==> src/rtl/nr_alu_pkg.sv <==
// Shared definitions for the sequencer that drives the combinational nR_ALU:
// op-code constants and the sequencer FSM state encoding.
package nr_alu_pkg;

    localparam logic [3:0] OP_ADD = 4'd0;
    localparam logic [3:0] OP_SUB = 4'd1;
    localparam logic [3:0] OP_AND = 4'd2;
    localparam logic [3:0] OP_OR  = 4'd3;
    localparam logic [3:0] OP_XOR = 4'd4;
    localparam logic [3:0] OP_NOR = 4'd5;
    localparam logic [3:0] OP_SLT = 4'd6;
    localparam logic [3:0] OP_SL  = 4'd7;
    localparam logic [3:0] OP_SR  = 4'd8;
    localparam logic [3:0] OP_MUL = 4'd9;

    localparam logic [2:0] MUL_LAST_ITER = 3'd7;

    typedef enum logic [1:0] {
        ST_IDLE  = 2'd0,
        ST_ISSUE = 2'd1,
        ST_MUL   = 2'd2,
        ST_RESP  = 2'd3
    } nr_state_e;

    // Ops above MUL have no ALU meaning and are answered with an error response.
    function automatic logic op_is_illegal(input logic [3:0] op);
        return (op > OP_MUL);
    endfunction

endpackage

==> src/rtl/nr_alu_seq.sv <==
// Request/response sequencer around an external combinational ALU: single-cycle
// ops are issued once, MUL is built from eight shift-and-add ALU passes.
module nr_alu_seq
    import nr_alu_pkg::*;
#(
    parameter int OPW = 4,
    parameter int DW  = 8
) (
    input  logic           clk,
    input  logic           rst,
    input  logic           req_valid,
    output logic           req_ready,
    input  logic [OPW-1:0] req_op,
    input  logic [DW-1:0]  req_a,
    input  logic [DW-1:0]  req_b,
    output logic [DW-1:0]  alu_in0,
    output logic [DW-1:0]  alu_in1,
    output logic [3:0]     alu_alo,
    input  logic [DW-1:0]  alu_out,
    input  logic           alu_zero,
    input  logic [1:0]     alu_ovf,
    output logic           rsp_valid,
    input  logic           rsp_ready,
    output logic [DW-1:0]  rsp_data,
    output logic           rsp_zero,
    output logic [1:0]     rsp_ovf,
    output logic           rsp_err
);

    nr_state_e      state_q,    state_d;
    logic [OPW-1:0] op_q,       op_d;
    logic [DW-1:0]  a_q,        a_d;
    logic [DW-1:0]  b_q,        b_d;
    logic [DW-1:0]  acc_q,      acc_d;
    logic [DW-1:0]  mcand_q,    mcand_d;
    logic [DW-1:0]  mplier_q,   mplier_d;
    logic [2:0]     cnt_q,      cnt_d;
    logic [DW-1:0]  rsp_data_q, rsp_data_d;
    logic           rsp_zero_q, rsp_zero_d;
    logic [1:0]     rsp_ovf_q,  rsp_ovf_d;
    logic           rsp_err_q,  rsp_err_d;

    logic [DW-1:0]  acc_next_s;
    logic [3:0]     op_low_s;
    logic           req_is_mul_s;
    logic           req_illegal_s;
    logic [3:0]     alu_alo_s;
    logic [DW-1:0]  alu_in0_s;
    logic [DW-1:0]  alu_in1_s;

    // Op-code classification of the incoming request; upper op bits beyond
    // the four defined ones make any wider op-code illegal.
    always_comb begin
        op_low_s      = req_op[3:0];
        req_is_mul_s  = 1'b0;
        req_illegal_s = 1'b0;
        if (OPW > 4) begin
            req_illegal_s = (req_op > OPW'(OP_MUL));
            req_is_mul_s  = (req_op == OPW'(OP_MUL));
        end else begin
            req_illegal_s = op_is_illegal(op_low_s);
            req_is_mul_s  = (op_low_s == OP_MUL);
        end
    end

    // Next-state, datapath register updates and ALU drive.
    always_comb begin
        state_d    = state_q;
        op_d       = op_q;
        a_d        = a_q;
        b_d        = b_q;
        acc_d      = acc_q;
        mcand_d    = mcand_q;
        mplier_d   = mplier_q;
        cnt_d      = cnt_q;
        rsp_data_d = rsp_data_q;
        rsp_zero_d = rsp_zero_q;
        rsp_ovf_d  = rsp_ovf_q;
        rsp_err_d  = rsp_err_q;
        alu_alo_s  = 4'd0;
        alu_in0_s  = {DW{1'b0}};
        alu_in1_s  = {DW{1'b0}};
        acc_next_s = acc_q;

        case (state_q)
            ST_IDLE: begin
                if (req_valid) begin
                    op_d = req_op;
                    a_d  = req_a;
                    b_d  = req_b;
                    if (req_is_mul_s) begin
                        state_d   = ST_MUL;
                        acc_d     = {DW{1'b0}};
                        mcand_d   = req_a;
                        mplier_d  = req_b;
                        cnt_d     = 3'd0;
                        rsp_ovf_d = 2'b00;
                    end else if (req_illegal_s) begin
                        state_d    = ST_RESP;
                        rsp_data_d = {DW{1'b0}};
                        rsp_zero_d = 1'b0;
                        rsp_ovf_d  = 2'b00;
                        rsp_err_d  = 1'b1;
                    end else begin
                        state_d = ST_ISSUE;
                    end
                end else begin
                    state_d = ST_IDLE;
                end
            end

            ST_ISSUE: begin
                alu_alo_s  = op_q[3:0];
                alu_in0_s  = a_q;
                alu_in1_s  = b_q;
                rsp_data_d = alu_out;
                rsp_zero_d = alu_zero;
                rsp_ovf_d  = alu_ovf;
                rsp_err_d  = 1'b0;
                state_d    = ST_RESP;
            end

            ST_MUL: begin
                // The ALU always sees acc+mcand; the sum is only kept when
                // the current multiplier bit is set.
                alu_alo_s = OP_ADD;
                alu_in0_s = acc_q;
                alu_in1_s = mcand_q;
                if (mplier_q[0]) begin
                    acc_next_s = alu_out;
                    rsp_ovf_d  = rsp_ovf_q | alu_ovf;
                end else begin
                    acc_next_s = acc_q;
                end
                acc_d    = acc_next_s;
                mcand_d  = mcand_q << 1;
                mplier_d = mplier_q >> 1;
                cnt_d    = cnt_q + 3'd1;
                if (cnt_q == MUL_LAST_ITER) begin
                    state_d    = ST_RESP;
                    rsp_data_d = acc_next_s;
                    rsp_zero_d = (acc_next_s == {DW{1'b0}});
                    rsp_err_d  = 1'b0;
                end else begin
                    state_d = ST_MUL;
                end
            end

            ST_RESP: begin
                if (rsp_ready) begin
                    state_d = ST_IDLE;
                end else begin
                    state_d = ST_RESP;
                end
            end

            default: begin
                state_d = ST_IDLE;
            end
        endcase
    end

    // State and datapath registers; reset drops any operation in flight.
    always_ff @(posedge clk) begin
        if (rst) begin
            state_q    <= ST_IDLE;
            op_q       <= {OPW{1'b0}};
            a_q        <= {DW{1'b0}};
            b_q        <= {DW{1'b0}};
            acc_q      <= {DW{1'b0}};
            mcand_q    <= {DW{1'b0}};
            mplier_q   <= {DW{1'b0}};
            cnt_q      <= 3'd0;
            rsp_data_q <= {DW{1'b0}};
            rsp_zero_q <= 1'b0;
            rsp_ovf_q  <= 2'b00;
            rsp_err_q  <= 1'b0;
        end else begin
            state_q    <= state_d;
            op_q       <= op_d;
            a_q        <= a_d;
            b_q        <= b_d;
            acc_q      <= acc_d;
            mcand_q    <= mcand_d;
            mplier_q   <= mplier_d;
            cnt_q      <= cnt_d;
            rsp_data_q <= rsp_data_d;
            rsp_zero_q <= rsp_zero_d;
            rsp_ovf_q  <= rsp_ovf_d;
            rsp_err_q  <= rsp_err_d;
        end
    end

    assign req_ready = (state_q == ST_IDLE);
    assign rsp_valid = (state_q == ST_RESP);
    assign rsp_data  = rsp_data_q;
    assign rsp_zero  = rsp_zero_q;
    assign rsp_ovf   = rsp_ovf_q;
    assign rsp_err   = rsp_err_q;
    assign alu_alo   = alu_alo_s;
    assign alu_in0   = alu_in0_s;
    assign alu_in1   = alu_in1_s;

endmodule

==> config.mk <==
export PLATFORM = sky130hd
export DESIGN_NAME = nr_alu_seq
export DESIGN_NICKNAME = d
export VERILOG_FILES = /design/src/rtl/nr_alu_pkg.sv /design/src/rtl/nr_alu_seq.sv
export SDC_FILE = /design/constraint.sdc
export NUM_CORES = 1
export LEC_CHECK = 0
export ABC_AREA = 1
export BUFFER_PORTS_ARGS = -buffer_cell sky130_fd_sc_hd__clkbuf_2
export CAP_MARGIN = 10
export CORE_ASPECT_RATIO = 0.8
export CORE_MARGIN = 4
export CORE_UTILIZATION = 40
export DETAILED_ROUTE_END_ITERATION = 8
export GPL_TIMING_DRIVEN = 0
export MAX_ROUTING_LAYER = met4
export PLACE_DENSITY = 0.61
export SYNTH_ARGS = -nofsm -noshare
export SYNTH_HDL_FRONTEND = slang
export SYNTH_SLANG_ARGS = --single-unit
==> constraint.sdc <==
create_clock -name clk -period 1.35 [get_ports clk]
set_input_delay 0 -clock clk [delete_from_list [all_inputs] [get_ports clk]]
set_output_delay 0 -clock clk [all_outputs]
set_load 0.01 [all_outputs]
Word level (Yosys, flattened, before mapping)
Index checks and enable logic that the tools add are counted.
- mux-type cells: 43
- $add $sub $neg: 1
- $lt $le $gt $ge: 1
- reductions and logical operators: 8
- bitwise gates (word level): 1
- eq/ne operators: 12
- operator list (operator ; count):
    8-bit two-way mux ; 12
    8-bit case mux with 2 select lines ; 5
    8-bit case mux with 3 select lines ; 1
    2-bit two-way mux ; 8
    1-bit two-way mux ; 9
    8-bit zero test ; 1
    2-bit inequality test, second input constant ; 4
    2-bit case mux with 4 select lines ; 1
    3-bit two-way mux ; 2
    1-bit case mux with 3 select lines ; 2
    2-bit case mux with 3 select lines ; 1
    3-bit case mux with 2 select lines ; 1
    5-bit AND reduction ; 1
    2-bit == test, second input constant ; 2
    4-bit == test, second input constant ; 1
    4-bit greater-than comparator, second input constant ; 1
    4-bit two-way mux ; 1
    2-bit by 1-bit inequality test with 1-bit output, second input constant ; 2
    4-bit AND reduction ; 1
    3-bit by 1-bit adder with 3-bit output, second input constant ; 1
    3-bit == test, second input constant ; 1
    3-bit by 1-bit inequality test with 1-bit output, second input constant ; 1
    3-bit AND reduction ; 1
    3-bit nonzero test ; 1
    5 further kinds ; 5
- bits of input ports: 35
- bits in registers: 61

Longest topological paths before layout
Gate-level depths: netlist (run 1).
- word-level depth: 5
- depth in mapped cells: 11
- depth with buffers taken out: 9

Least setup slack after synthesis (run 1)
OpenSTA, ideal clock, no wires.
- path kind: register to register
- from: register state_q[0]
- to: register mcand_q[6]
- cell stages (with the launch flop): 11
- setup slack: -0.186 ns
- clock period less this slack: 1.536 ns
- library setup time: 0.116 ns
- arrival: 1.420 ns
- cells stage by stage: dfxtp_1 inv_1 ha_1 nand2_1 nor2_2 inv_2 nand2_8 inv_6 buf_6 nor2_1 nor2_1
- longest elaborated chain between the ends: 3
- elaborated cells on any way between the ends: 7
- classes of those cells: 3 x eq/ne; 1 x mux; 3 x reduce/logical
- ends and longest elaborated chain (item ; line ; source):
    start: declaration ; nr_alu_seq.sv:30 ; nr_state_e state_q, state_d;
    start signal: assignment ; nr_alu_seq.sv:179 ; state_q <= state_d;
    2-bit zero test (*) ; n/a ;
    via req_ready ; nr_alu_seq.sv:12 ; output logic req_ready,
    2-bit by 1-bit inequality test with 1-bit output (no source line), or another cell as far along ; n/a ;
    3-bit AND reduction (no source line) ; n/a ;
    end signal: assignment ; nr_alu_seq.sv:171 ; mcand_q <= {DW{1'b0}};
    end signal: assignment ; nr_alu_seq.sv:184 ; mcand_q <= mcand_d;
    end: declaration ; nr_alu_seq.sv:35 ; logic [DW-1:0] mcand_q, mcand_d;
The timed path passes the listed nets; every way through them passes the cells marked *.
A chain may end at the register's enable or synchronous reset.

Final worst setup path (run 1)
- from: register state_q[0]
- to: output port alu_in0[6]
- longest elaborated chain between the ends: 2
- elaborated cells on any way between the ends: 3
- classes of those cells: 2 x eq/ne; 1 x mux
- ends and longest elaborated chain (item ; line ; source):
    2-bit == test / 2-bit by 1-bit == test with 1-bit output (equally long branches) ; nr_alu_seq.sv:85 ; case (state_q)
    8-bit case mux with 2 select lines (*) ; nr_alu_seq.sv:85 ;
    end: declaration ; nr_alu_seq.sv:16 ; output logic [DW-1:0] alu_in0,
Every way passes the cells marked *; elsewhere a longest branch is shown, timed or not.

==> tab_implementation.tex, run 1 <==
\begin{tabular}{lr}
\hline
Metric & Value \\
\hline
\multicolumn{2}{l}{\textbf{Floorplanning}} \\
\quad Width of the die & 106 um \\
\quad Initial standard-cell utilization of the core & between 40\% and 50\% \\
\quad Chip height & around 87 um \\
\quad Core area & approximately 7500 um\^{}2 \\
\quad \# rows & 28 \\
\quad Die Outline Area & between 9000 and 10,000 um\^{}2 \\
\quad I/O pin count & between 60 and 70 \\
\multicolumn{2}{l}{\textbf{Final layout}} \\
\quad Final core utilization & around two thirds \\
\quad P\&R area growth vs syn & 57.8\% \\
\quad Final net count & roughly 620 \\
\quad Layout cells sized above 1 & about two fifths \\
\quad Final antenna diode count & 0 \\
\quad Post-route insts no fill & 687 \\
\multicolumn{2}{l}{\textbf{STA}} \\
\quad Final count of pins violating max slew & 0 \\
\quad Sum Neg Setup Slack & -9080 ps \\
\quad Hold violation count in the final report & 1 \\
\quad Share of the clock period used by the worst path after layout & 120\% \\
\quad Max\_slew headroom & between 60\% and 70\% \\
\quad Unrepaired setup endpoints after global routing & yes \\
\quad Setup ws final & -265 ps \\
\quad Worst clock skew & a little over 7 ps \\
\quad Slew @ Worst Pin & approximately 500 ps \\
\quad Minimum hold slack & -6.18 ps \\
\quad Count of final setup violators & 60 \\
\quad Max Fclk & about 620 MHz \\
\quad Time the final worst path needs with I/O delays and setup & around 1600 ps \\
\multicolumn{2}{l}{\textbf{CTS}} \\
\quad Clock tree from TritonCTS & built \\
\quad Root Buffer Master & clkbuf\_8 \\
\quad Clock sinks & 61 \\
\quad Clock input transition at the sequential cells of the worst setup and hold paths & approximately 70 ps \\
\quad Clock latency of the later-clocked register in the worst-skew pair & between 300 and 400 ps \\
\quad Num CTS Buffers & 9 \\
\quad Buffer depth of the longest clock path & 2 \\
\quad H-Tree Level Count & 3 \\
\multicolumn{2}{l}{\textbf{Global routing}} \\
\quad Number of global-route vias before repair & between 3,000 and 4,000 \\
\quad Initial antenna violation count & 0 \\
\quad GR Overflow Total & 0 \\
\quad First-pass GRT wire length & between 15 and 20 mm \\
\quad Aggregate global-route resource usage & about a quarter \\
\quad Maximum number of pins on one net before global-route repair & 12 \\
\multicolumn{2}{l}{\textbf{Yosys}} \\
\quad Warning count from the yosys run & 0 \\
\quad Syn\_nets & 485 \\
\quad Number of instances in the synthesized netlist & 442 \\
\quad Number of unique standard cell types used by synthesis & 34 \\
\quad Post-synthesis cell area & between 3000 and 4000 um\^{}2 \\
\quad Synthesized area per cell & around 7.0 um\^{}2 \\
\quad Register area share after synthesis & 39.4\% \\
\quad Number of storage elements in the synthesis netlist & between 60 and 70 \\
\multicolumn{2}{l}{\textbf{Placement}} \\
\quad Cells after DPL & 614 \\
\quad Buffers on Ports & 67 \\
\quad GPL Wtd Cong & between 0.8 and 0.9 \\
\quad DP Wirelength & between 6 and 7 mm \\
\multicolumn{2}{l}{\textbf{Worst setup path}} \\
\quad WS Path Type & flip-flop to output pin \\
\quad FF-to-FF Start & state\_q[0] \\
\quad Required time of the worst setup path & 1350 ps \\
\quad Endpoint type of the worst setup path & output pin \\
\quad Data arrival, critical path & roughly 1600 ps \\
\quad Critical path peak fanout & 10 \\
\quad Startpoint kind of the worst setup timing path & flip-flop \\
\quad Start point of the critical path & state\_q[0] \\
\multicolumn{2}{l}{\textbf{Detailed routing}} \\
\quad Starting DRT DRC Count & approximately 190 \\
\quad Antenna-violating nets left & 0 \\
\quad Wire per inst & between 15 and 20 um \\
\quad Routed wire length & 10.4 mm \\
\quad DRC viols & 0 \\
\quad Number of vias per cell after detailed routing & $\sim$5 \\
\quad Vias & 3,469 \\
\quad First-pass iteration count of the detailed router & 5 \\
\multicolumn{2}{l}{\textbf{Pwr}} \\
\quad Pwr dens & 927 nW/um\^{}2 \\
\quad Total leakage power & between 2 and 2.5 nW \\
\quad Fraction of power spent switching nets & 31.9\% \\
\quad Peak ir drop on the vdd network & between 0.0004 and 0.0005 V \\
\quad Clock network fraction of design power & a little under a third \\
\quad Sw power & 1.45 mW \\
\quad P\_int & just over 3 mW \\
\quad Sequential Power Share & between 40\% and 50\% \\
\quad Share of total power in combinational logic & 26.4\% \\
\multicolumn{2}{l}{\textbf{Run status}} \\
\quad Violations in the final reports & hold timing, setup timing \\
\quad Run status & finished, violations left \\
\multicolumn{2}{l}{\textbf{Worst hold path}} \\
\quad Start point of the worst hold path & alu\_zero \\
\quad Worst Hold Class & primary input to flip-flop \\
\multicolumn{2}{l}{\textbf{Run}} \\
\quad Max-cap check violation count & 0 \\
\hline
\end{tabular}
-- cells in the mapped netlist (all sizes together) --
master	number	area, um^2
dfxtp	61	1220
clkbuf	14	52.6
o31ai	1	7.51
o211ai	1	7.51
nor2	73	298
a21oi	44	239
nand4	2	18.8
a22oi	8	60.1
o21ai	64	335
buf	12	123
ha	8	100
nand3	11	55.1
or2	1	6.26
clkinv	2	8.75
nor3	2	10.0
o21bai	1	7.51
inv	38	150
nand2	99	403
-- flip-flops by register name, indices dropped and copies added, names as in the netlist --
| register | count |
|---|---|
| b_q | 8 |
| acc_q | 8 |
| rsp_err | 1 |
| rsp_ovf | 2 |
| op_q | 4 |
| mplier_q | 8 |
| rsp_zero | 1 |
| mcand_q | 8 |
| cnt_q | 3 |
| a_q | 8 |
| rsp_data | 8 |
| state_q | 2 |
-- metrics by stage --
stage | hold WS [ps] | setup slack [ps] | instance area (um^2) | power, mW
3_3_place_gp | 205 | -399 | 3650 | 2.72
4_1_cts | 1.56 | -240 | 4660 | 4.41
6_report | -6.18 | -265 | 4900 | 4.54
3_5_place_dp | 206 | -415 | 3650 | 2.73
5_1_grt | 22.8 | -318 | 4900 | 4.77
2_1_floorplan | 143 | -30.6 | 3180 | 2.51
-- worst max-delay path, cell delays in order, from the launching register on --
cell     delay (ps)
dfxtp_4         370
inv_4            80
ha_4            190
buf_8           130
buf_8           130
nand2_1          80
a21oi_2         150
buf_2           150
-- power groups by stage --
| stage | Clock, mW | Sequential, mW | Combinational [mW] |
|---|---|---|---|
| 2_1_floorplan | 0 | 2.00 | 0.508 |
| 3_3_place_gp | 0 | 2.01 | 0.712 |
| 3_5_place_dp | 0 | 2.01 | 0.720 |
| 4_1_cts | 1.37 | 1.97 | 1.06 |
| 5_1_grt | 1.48 | 1.99 | 1.29 |
| 6_report | 1.36 | 1.98 | 1.20 |
-- per-layer routing --
metal	GRT usage, %	share of wire (%)	wire (um)	vias to the layer above
met5	-	0	0	-
met4	5.92	1.1	112	0
met3	6.33	5.6	584	15
met2	36.3	47	4870	100
met1	30.3	47	4860	1643
li1	-	-	-	1711
-- kinds of logic (layout without fill, tap and decap cells) --
| kind of cell | Yosys count | in the layout | share of synthesized area [%] |
|---|---|---|---|
| compound gates | 119 | 119 | 21.2 |
| fa+ha+maj | 8 | 8 | 3.23 |
| buf+inv | 66 | 203 | 10.8 |
| flops | 61 | 61 | 39.4 |
| simple gates | 188 | 191 | 25.5 |
-- path summary, 6_finish.rpt --
check | end | slack, ps | depth (start not counted)
max | alu_in0[6] | -270 | 7
min | rsp_zero | -6 | 5
max reg2reg | rsp_data[5] | -250 | 10
min reg2reg | rsp_ovf[1] | 470 | 2
-- cell usage in the layout (no fill, tap or decap), types with 3 or more instances in the layout --
cell            n
clkbuf_1        5
ha_1            3
nand2_1        82
nor2_4          6
ha_4            3
a22oi_1         4
inv_1          30
nand2_2        12
buf_16          4
dlygate4sd3_1  22
o21ai_1        18
nor2_1         56
buf_4          19
clkinv_2        3
a21oi_2        22
o21ai_0        35
buf_2          16
clkbuf_8       10
a22oi_2         4
dfxtp_1        58
a21oi_1        20
buf_8           9
inv_4           6
o21ai_2        11
clkbuf_16       3
nor2_2         11
buf_12          4
nand2_4         5
nand3_1        10
buf_6          13
clkbuf_2       51
-- what timing repair did --
item                                   CTS  global route
resized for setup                       98            67
pin swaps                               11            15
cloned                                  10             2
setup endpoints to repair               77            71
buffers inserted                        22             6
hold buffers                            22             0
endpoints found under the hold margin   26             0
-- layout make-up --
class / count / area [um^2]
fillers: 639 / 2560
multi-input cells: 318 / 1900
flip-flops and latches: 61 / 1230
repair buffers: 125 / 1010
plain buffers: 23 / 274
inverters: 40 / 191
well taps: 105 / 131
clock buffers: 9 / 124
clock inverters: 5 / 28.8
repair inverters: 1 / 6.26
(Power assumes the default switching activity.)
==> run 2: changes to the inputs <==
- BUFFER_PORTS_ARGS: -buffer_cell sky130_fd_sc_hd__clkbuf_2 -> -buffer_cell sky130_fd_sc_hd__buf_2
==> run 2 against run 1 <==
The run ends with setup timing left. Worst hold slack better by 11 ps. First-iteration DRC count rose by 1.1%. Clock skew is 2.3 ps lower. Global-route usage increased by 0.66 points. Non-clock buffer count grew 3. Register-to-register slack hardly changed. Setup slack worse by 15 ps. Clock power is essentially flat. Largest cell class unchanged.
==> tab_implementation.tex, run 2 (synthesis gave the netlist of run 1 again) <==
\begin{tabular}{lr}
\hline
Metric & Value \\
\hline
\multicolumn{2}{l}{\textbf{Run status}} \\
\quad Run status & finished, violations left \\
\quad Violations in the final reports & setup timing \\
\multicolumn{2}{l}{\textbf{STA}} \\
\quad Hold violation count in the final report & 0 \\
\quad Minimum hold slack & around 4.4 ps \\
\quad Slew @ Worst Pin & 741 ps \\
\quad Max\_slew headroom & approximately 51\% \\
\quad Final count of pins violating max slew & 0 \\
\quad Max Fclk & $\sim$610 MHz \\
\quad Time the final worst path needs with I/O delays and setup & around 1600 ps \\
\quad Share of the clock period used by the worst path after layout & 121\% \\
\quad Count of final setup violators & 61 \\
\quad Setup ws final & -280 ps \\
\quad Sum Neg Setup Slack & -9930 ps \\
\quad Worst clock skew & $\sim$4.9 ps \\
\quad Unrepaired setup endpoints after global routing & yes \\
\multicolumn{2}{l}{\textbf{Global routing}} \\
\quad Maximum number of pins on one net before global-route repair & 11 \\
\quad Number of global-route vias before repair & 3,451 \\
\quad First-pass GRT wire length & about 17 mm \\
\quad Initial antenna violation count & 0 \\
\quad Aggregate global-route resource usage & 24.0\% \\
\quad GR Overflow Total & 0 \\
\multicolumn{2}{l}{\textbf{Worst setup path}} \\
\quad Flop-to-flop setup slack & -250 ps \\
\quad Buffering stage count on the worst path with inverters included & 4 \\
\quad Family with the most delay on the worst path & buffers and inverters \\
\quad Worst r2r dst & rsp\_data[6] \\
\quad Path depth of the worst reg2reg path & 7 \\
\quad Critical path, cell by cell & inv\_4 -> ha\_4 -> buf\_8 -> buf\_8 -> nand2\_2 -> a21oi\_4 -> buf\_6 \\
\quad Startpoint kind of the worst setup timing path & flip-flop \\
\quad Data arrival, critical path & roughly 1600 ps \\
\quad Critical path peak fanout & 6 \\
\quad Required time of the worst setup path & roughly 1400 ps \\
\quad Endpoint type of the worst setup path & output pin \\
\quad WS Path Type & flip-flop to output pin \\
\quad FF-to-FF Start & state\_q[1] \\
\quad Largest stage delay, worst path & between 300 and 400 ps \\
\quad Master of the slowest instance on the critical path & dfxtp\_4 \\
\quad Cell mode on critical path & buf\_8 \\
\multicolumn{2}{l}{\textbf{CTS}} \\
\quad H-Tree Level Count & 3 \\
\quad Root Buffer Master & clkbuf\_8 \\
\quad Buffer depth of the longest clock path & 2 \\
\quad Clock tree from TritonCTS & built \\
\quad Clock sinks & a little over 60 \\
\quad Clock input transition at the sequential cells of the worst setup and hold paths & around 70 ps \\
\quad Num CTS Buffers & 9 \\
\quad Clock latency of the later-clocked register in the worst-skew pair & $\sim$340 ps \\
\multicolumn{2}{l}{\textbf{Placement}} \\
\quad Cells after DPL & between 600 and 700 \\
\quad GPL Wtd Cong & between 0.8 and 0.9 \\
\quad Placement Setup Slack & -446 ps \\
\quad DP Wirelength & around 6.7 mm \\
\quad Buffers on Ports & 67 \\
\quad Total cell area at the placement stage & about 3600 um\^{}2 \\
\multicolumn{2}{l}{\textbf{Final layout}} \\
\quad P\&R area growth vs syn & 64.8\% \\
\quad Layout cells sized above 1 & 45.8\% \\
\quad Final net count & between 600 and 700 \\
\quad Highest-count cells in the layout ignoring fill and taps & nand2\_1, buf\_2, dfxtp\_1, nor2\_1, a21oi\_2 \\
\quad Most common cell after layout, fill and taps aside & nand2\_1 \\
\quad Filler cell count in the final layout & $\sim$600 \\
\quad Final design instance area without fill & 5110 um\^{}2 \\
\quad Post-route insts no fill & between 600 and 700 \\
\quad Final antenna diode count & 0 \\
\multicolumn{2}{l}{\textbf{Pwr}} \\
\quad Pwr dens & 922 nW/um\^{}2 \\
\quad Sw power & roughly 1.5 mW \\
\quad P\_int & approximately 3.2 mW \\
\quad Total leakage power & around 2.3 nW \\
\quad Fraction of power spent switching nets & between 30\% and 40\% \\
\quad Clock network fraction of design power & between 20\% and 30\% \\
\quad Sequential Power Share & 42.3\% \\
\quad Peak ir drop on the vdd network & around 0.00056 V \\
\quad Share of total power in combinational logic & $\sim$28\% \\
\multicolumn{2}{l}{\textbf{Floorplanning}} \\
\quad Chip height & 86.8 um \\
\quad Core area & approximately 7500 um\^{}2 \\
\quad Initial standard-cell utilization of the core & approximately two fifths \\
\quad Width of the die & between 100 and 150 um \\
\quad I/O pin count & just under 70 \\
\quad Die Outline Area & approximately 9200 um\^{}2 \\
\quad \# rows & 28 \\
\multicolumn{2}{l}{\textbf{Detailed routing}} \\
\quad Starting DRT DRC Count & 190 \\
\quad First-pass iteration count of the detailed router & 4 \\
\quad Number of vias per cell after detailed routing & approximately 5.1 \\
\quad Antenna-violating nets left & 0 \\
\quad Routed wire length & between 10 and 15 mm \\
\quad DRC viols & 0 \\
\quad Vias & 3,493 \\
\quad Wire per inst & between 15 and 20 um \\
\multicolumn{2}{l}{\textbf{Worst hold path}} \\
\quad Hold Path End & state\_q[0] \\
\quad Worst Hold Class & primary input to flip-flop \\
\quad Hold Path Cell Cnt & 3 \\
\quad Start point of the worst hold path & req\_valid \\
\multicolumn{2}{l}{\textbf{Run}} \\
\quad Max-cap check violation count & 0 \\
\hline
\end{tabular}
## run 2: cell types whose count changed in the layout (fill, tap and decap cells not counted), moves of 4 or more
cell	before	now
clkbuf_2	51	0
buf_2	16	64
o21ai_0	35	21
a21oi_1	20	7
o21ai_2	11	22
a21oi_2	22	32
buf_6	13	19
nand2_1	82	77
o21ai_4	0	4
## run 2: final cells by class
cell class / instances / area (um^2) / area share [%]
clock buffers: 11 / 131 / 2.57
plain buffers: 23 / 289 / 5.65
clock inverters: 5 / 26.3 / 0.514
flip-flops and latches: 61 / 1230 / 24.0
inverters: 40 / 195 / 3.82
multi-input cells: 317 / 2080 / 40.6
well taps: 105 / 131 / 2.57
repair buffers: 128 / 1030 / 20.2
## run 2: through the flow
stage / util, % / total power, mW
after floorplan: - / 2.51
after global placement: 48.9 / 2.72
after detailed placement: 48.9 / 2.74
after CTS: 62.3 / 4.44
after global routing: 68.5 / 4.90
final: 68.5 / 4.71
## run 2: worst max-delay path by stage
stage | start | end | slack [ps] | depth (start not counted)
after CTS | state_q[1] | alu_in0[0] | -240 | 6
after detailed placement | state_q[1] | alu_in0[7] | -450 | 7
after global placement | state_q[1] | alu_in0[7] | -390 | 7
final | state_q[0] | alu_in0[7] | -280 | 7
after floorplan | state_q[0] | rsp_data[3] | -30 | 10
after global routing | state_q[0] | alu_in0[7] | -330 | 7
## run 2: worst register-to-register path, cell delays in order (launching register included)
cell     delay, ps
dfxtp_4        400
inv_4           60
ha_4           180
nand2_1        290
nand2_4        170
buf_4          170
a22oi_2        140
nor2_1          50
## run 2: routing by layer
layer / global-route usage, % / wire length (um) / share of wire [%] / vias up
met5: - / 0 / 0 / -
met4: 6.16 / 196 / 1.8 / 0
met3: 6.03 / 606 / 5.5 / 19
met2: 38.0 / 5200 / 47 / 100
met1: 30.9 / 5070 / 46 / 1653
li1: - / - / - / 1721
## run 2: power groups by stage
stage	logic, mW	clock network (mW)	registers, mW
floorplan	0.508	0	2.00
global placement	0.712	0	2.01
detailed placement	0.724	0	2.01
CTS	1.07	1.39	1.98
global route	1.43	1.47	2.00
finish	1.34	1.38	1.99
## run 2: what timing repair did
action | CTS | global route
resized for setup | 112 | 114
hold buffers | 21 | 0
setup buffers | 19 | 14
endpoints found under the hold margin | 25 | 0
endpoints found under the setup margin | 77 | 81
pin swaps | 23 | 38
gates cloned | 9 | 1
==> run 3: changes to the inputs <==
- CORE_UTILIZATION: 40 -> 49
- PLACE_DENSITY: 0.61 -> 0.73
==> run 3 against run 2 <==
The flow still finishes with violations (setup timing). Via count up 5.8%. Maximum frequency decreased by 2.1%. Final cell count is 3.3% lower. Power increased by 7.8%. Sequential power hardly changed. Global-route usage up 4.5 points. Combinational power fell by 3%. Cell area decreased by 1.0%. Sequential share of layout area is 0.27 points higher. Clock-buffer cell count unchanged. First-iteration DRC count up 67%. Clock skew grew 4.8 ps. Highest routed layer unchanged.
==> tab_implementation.tex, run 3 (synthesis gave the netlist of run 1 again) <==
\begin{tabular}{lr}
\hline
Metric & Value \\
\hline
\multicolumn{2}{l}{\textbf{Detailed routing}} \\
\quad Vias & about 3,700 \\
\quad Wire per inst & about 18 um \\
\quad DRC viols & 0 \\
\quad Post-route met1 wirelength & just under 5 mm \\
\quad Routed wire length & 11.7 mm \\
\quad Starting DRT DRC Count & 318 \\
\quad DR WL met2 & 5.68 mm \\
\quad First-pass iteration count of the detailed router & 5 \\
\quad Number of vias per cell after detailed routing & $\sim$5.5 \\
\quad Antenna-violating nets left & 0 \\
\quad Met3 WL & roughly 1000 um \\
\quad DR top layer & met4 \\
\multicolumn{2}{l}{\textbf{Worst hold path}} \\
\quad Worst Hold Class & primary input to flip-flop \\
\quad Hold Path Cell Cnt & 5 \\
\multicolumn{2}{l}{\textbf{CTS}} \\
\quad Root Buffer Master & clkbuf\_8 \\
\quad Clock input transition at the sequential cells of the worst setup and hold paths & roughly 70 ps \\
\quad Clock latency of the later-clocked register in the worst-skew pair & between 300 and 400 ps \\
\quad Buffer depth of the longest clock path & 2 \\
\quad Clock tree from TritonCTS & built \\
\quad Clock sinks & 61 \\
\quad H-Tree Level Count & 3 \\
\quad Num CTS Buffers & 9 \\
\multicolumn{2}{l}{\textbf{STA}} \\
\quad Time the final worst path needs with I/O delays and setup & between 1500 and 2000 ps \\
\quad Worst clock skew & $\sim$10 ps \\
\quad Share of the clock period used by the worst path after layout & 123\% \\
\quad Setup ws final & -315 ps \\
\quad Slew @ Worst Pin & 620 ps \\
\quad Max\_slew headroom & approximately three fifths \\
\quad Hold violation count in the final report & 0 \\
\quad Max Fclk & $\sim$600 MHz \\
\quad Count of final setup violators & 68 \\
\quad Sum Neg Setup Slack & -13,770 ps \\
\quad Unrepaired setup endpoints after global routing & yes \\
\quad Minimum hold slack & about 45 ps \\
\quad Final count of pins violating max slew & 0 \\
\multicolumn{2}{l}{\textbf{Floorplanning}} \\
\quad Chip height & 79.2 um \\
\quad Core area & about 6000 um\^{}2 \\
\quad \# rows & 25 \\
\quad I/O pin count & 69 \\
\quad Initial standard-cell utilization of the core & between 50\% and 60\% \\
\quad Width of the die & roughly 97 um \\
\quad Die Outline Area & $\sim$7700 um\^{}2 \\
\multicolumn{2}{l}{\textbf{Pwr}} \\
\quad Peak ir drop on the vdd network & between 0.001 and 0.0015 V \\
\quad Pwr dens & approximately 1000 nW/um\^{}2 \\
\quad Total leakage power & around 2.3 nW \\
\multicolumn{2}{l}{\textbf{Run status}} \\
\quad Violations in the final reports & setup timing \\
\quad Run status & finished, violations left \\
\multicolumn{2}{l}{\textbf{Global routing}} \\
\quad Initial antenna violation count & 0 \\
\quad Maximum number of pins on one net before global-route repair & 11 \\
\quad Aggregate global-route resource usage & around 28\% \\
\quad GR Overflow Total & 0 \\
\quad Number of global-route vias before repair & 3,473 \\
\quad First-pass GRT wire length & roughly 17 mm \\
\multicolumn{2}{l}{\textbf{Final layout}} \\
\quad Footprint of the multi-input gates & $\sim$2000 um\^{}2 \\
\quad Layout cells sized above 1 & 44.4\% \\
\quad Sequential cell area & between 1000 and 1500 um\^{}2 \\
\quad Post-route insts no fill & about 670 \\
\quad Final antenna diode count & 0 \\
\quad Most common cell after layout, fill and taps aside & nand2\_1 \\
\quad Highest-count cells in the layout ignoring fill and taps & nand2\_1, buf\_2, dfxtp\_1, nor2\_1, a21oi\_2 \\
\quad Filler cell count in the final layout & $\sim$330 \\
\quad Final core utilization & 83.9\% \\
\quad P\&R area growth vs syn & 63.2\% \\
\quad Final net count & around 620 \\
\multicolumn{2}{l}{\textbf{Worst setup path}} \\
\quad Data arrival, critical path & around 1700 ps \\
\quad Flop-to-flop setup slack & -300 ps \\
\quad Critical Path End & alu\_in1[3] \\
\quad FF-to-FF Start & state\_q[1] \\
\quad Path depth of the worst reg2reg path & 8 \\
\quad Startpoint kind of the worst setup timing path & flip-flop \\
\quad Worst r2r dst & rsp\_data[7] \\
\quad WS Path Type & flip-flop to output pin \\
\quad Required time of the worst setup path & between 1000 and 1500 ps \\
\quad Endpoint type of the worst setup path & output pin \\
\quad Critical path peak fanout & 10 \\
\quad Start point of the critical path & state\_q[0] \\
\multicolumn{2}{l}{\textbf{Placement}} \\
\quad Placement Setup Slack & -353 ps \\
\quad Buffers on Ports & 67 \\
\quad GPL Wtd Cong & around 0.87 \\
\quad Cells after DPL & slightly below 600 \\
\quad DP Wirelength & 6.30 mm \\
\multicolumn{2}{l}{\textbf{Run}} \\
\quad Max-cap check violation count & 0 \\
\hline
\end{tabular}
==> run 3: layout make-up <==
| cell class | count | share of cell area [%] |
|---|---|---|
| Clock inverter | 5 | 1.48 |
| Sequential cell | 61 | 24.3 |
| Timing Repair Buffer | 127 | 20.5 |
| Multi-Input combinational cell | 318 | 39.7 |
| Inverter | 40 | 3.83 |
| Clock buffer | 11 | 2.59 |
| Buffer | 24 | 5.63 |
| Tap cell | 81 | 2.00 |
==> run 3: critical path, stage by stage (launching register included) <==
cell	delay [ps]
dfxtp_4	370
buf_4	120
buf_12	90
ha_4	180
buf_8	150
nand2_1	80
a21oi_2	160
buf_2	160
==> run 3: worst min path at each step <==
stage / slack (ps) / from / endpoint
6_report: 40 / alu_zero / rsp_zero
5_1_grt: 70 / alu_zero / rsp_zero
4_1_cts: 1 / alu_zero / rsp_zero
3_5_place_dp: 200 / rst / state_q[1]
3_3_place_gp: 200 / rst / rsp_zero
2_1_floorplan: 140 / req_a[1] / a_q[1]
==> run 3: through the flow <==
step | total power [mW] | instance area, um^2
after detailed placement | 2.73 | 3620
final | 5.08 | 5060
after CTS | 4.81 | 4660
after global routing | 5.22 | 5060
after global placement | 2.71 | 3620
after floorplan | 2.51 | 3180
==> run 3: what timing repair did <==
action,CTS,global route
setup buffers,19,9
gates cloned,7,4
setup endpoints to repair,78,81
hold endpoints to repair,28,0
hold buffers,24,0
pin swaps,25,22
resized for setup,116,87
==> run 3: where the power goes <==
group / switching [mW] / internal [mW]
sequential: 0.0887 / 1.91
combinational: 0.708 / 0.589
clock: 0.756 / 1.03
total: 1.55 / 3.53
==> run 3: metal layers <==
metal,global-route usage (%),vias up
li1,-,1734
met1,34.6,1737
met2,48.1,197
met3,6.23,27
met4,8.42,0
met5,-,-
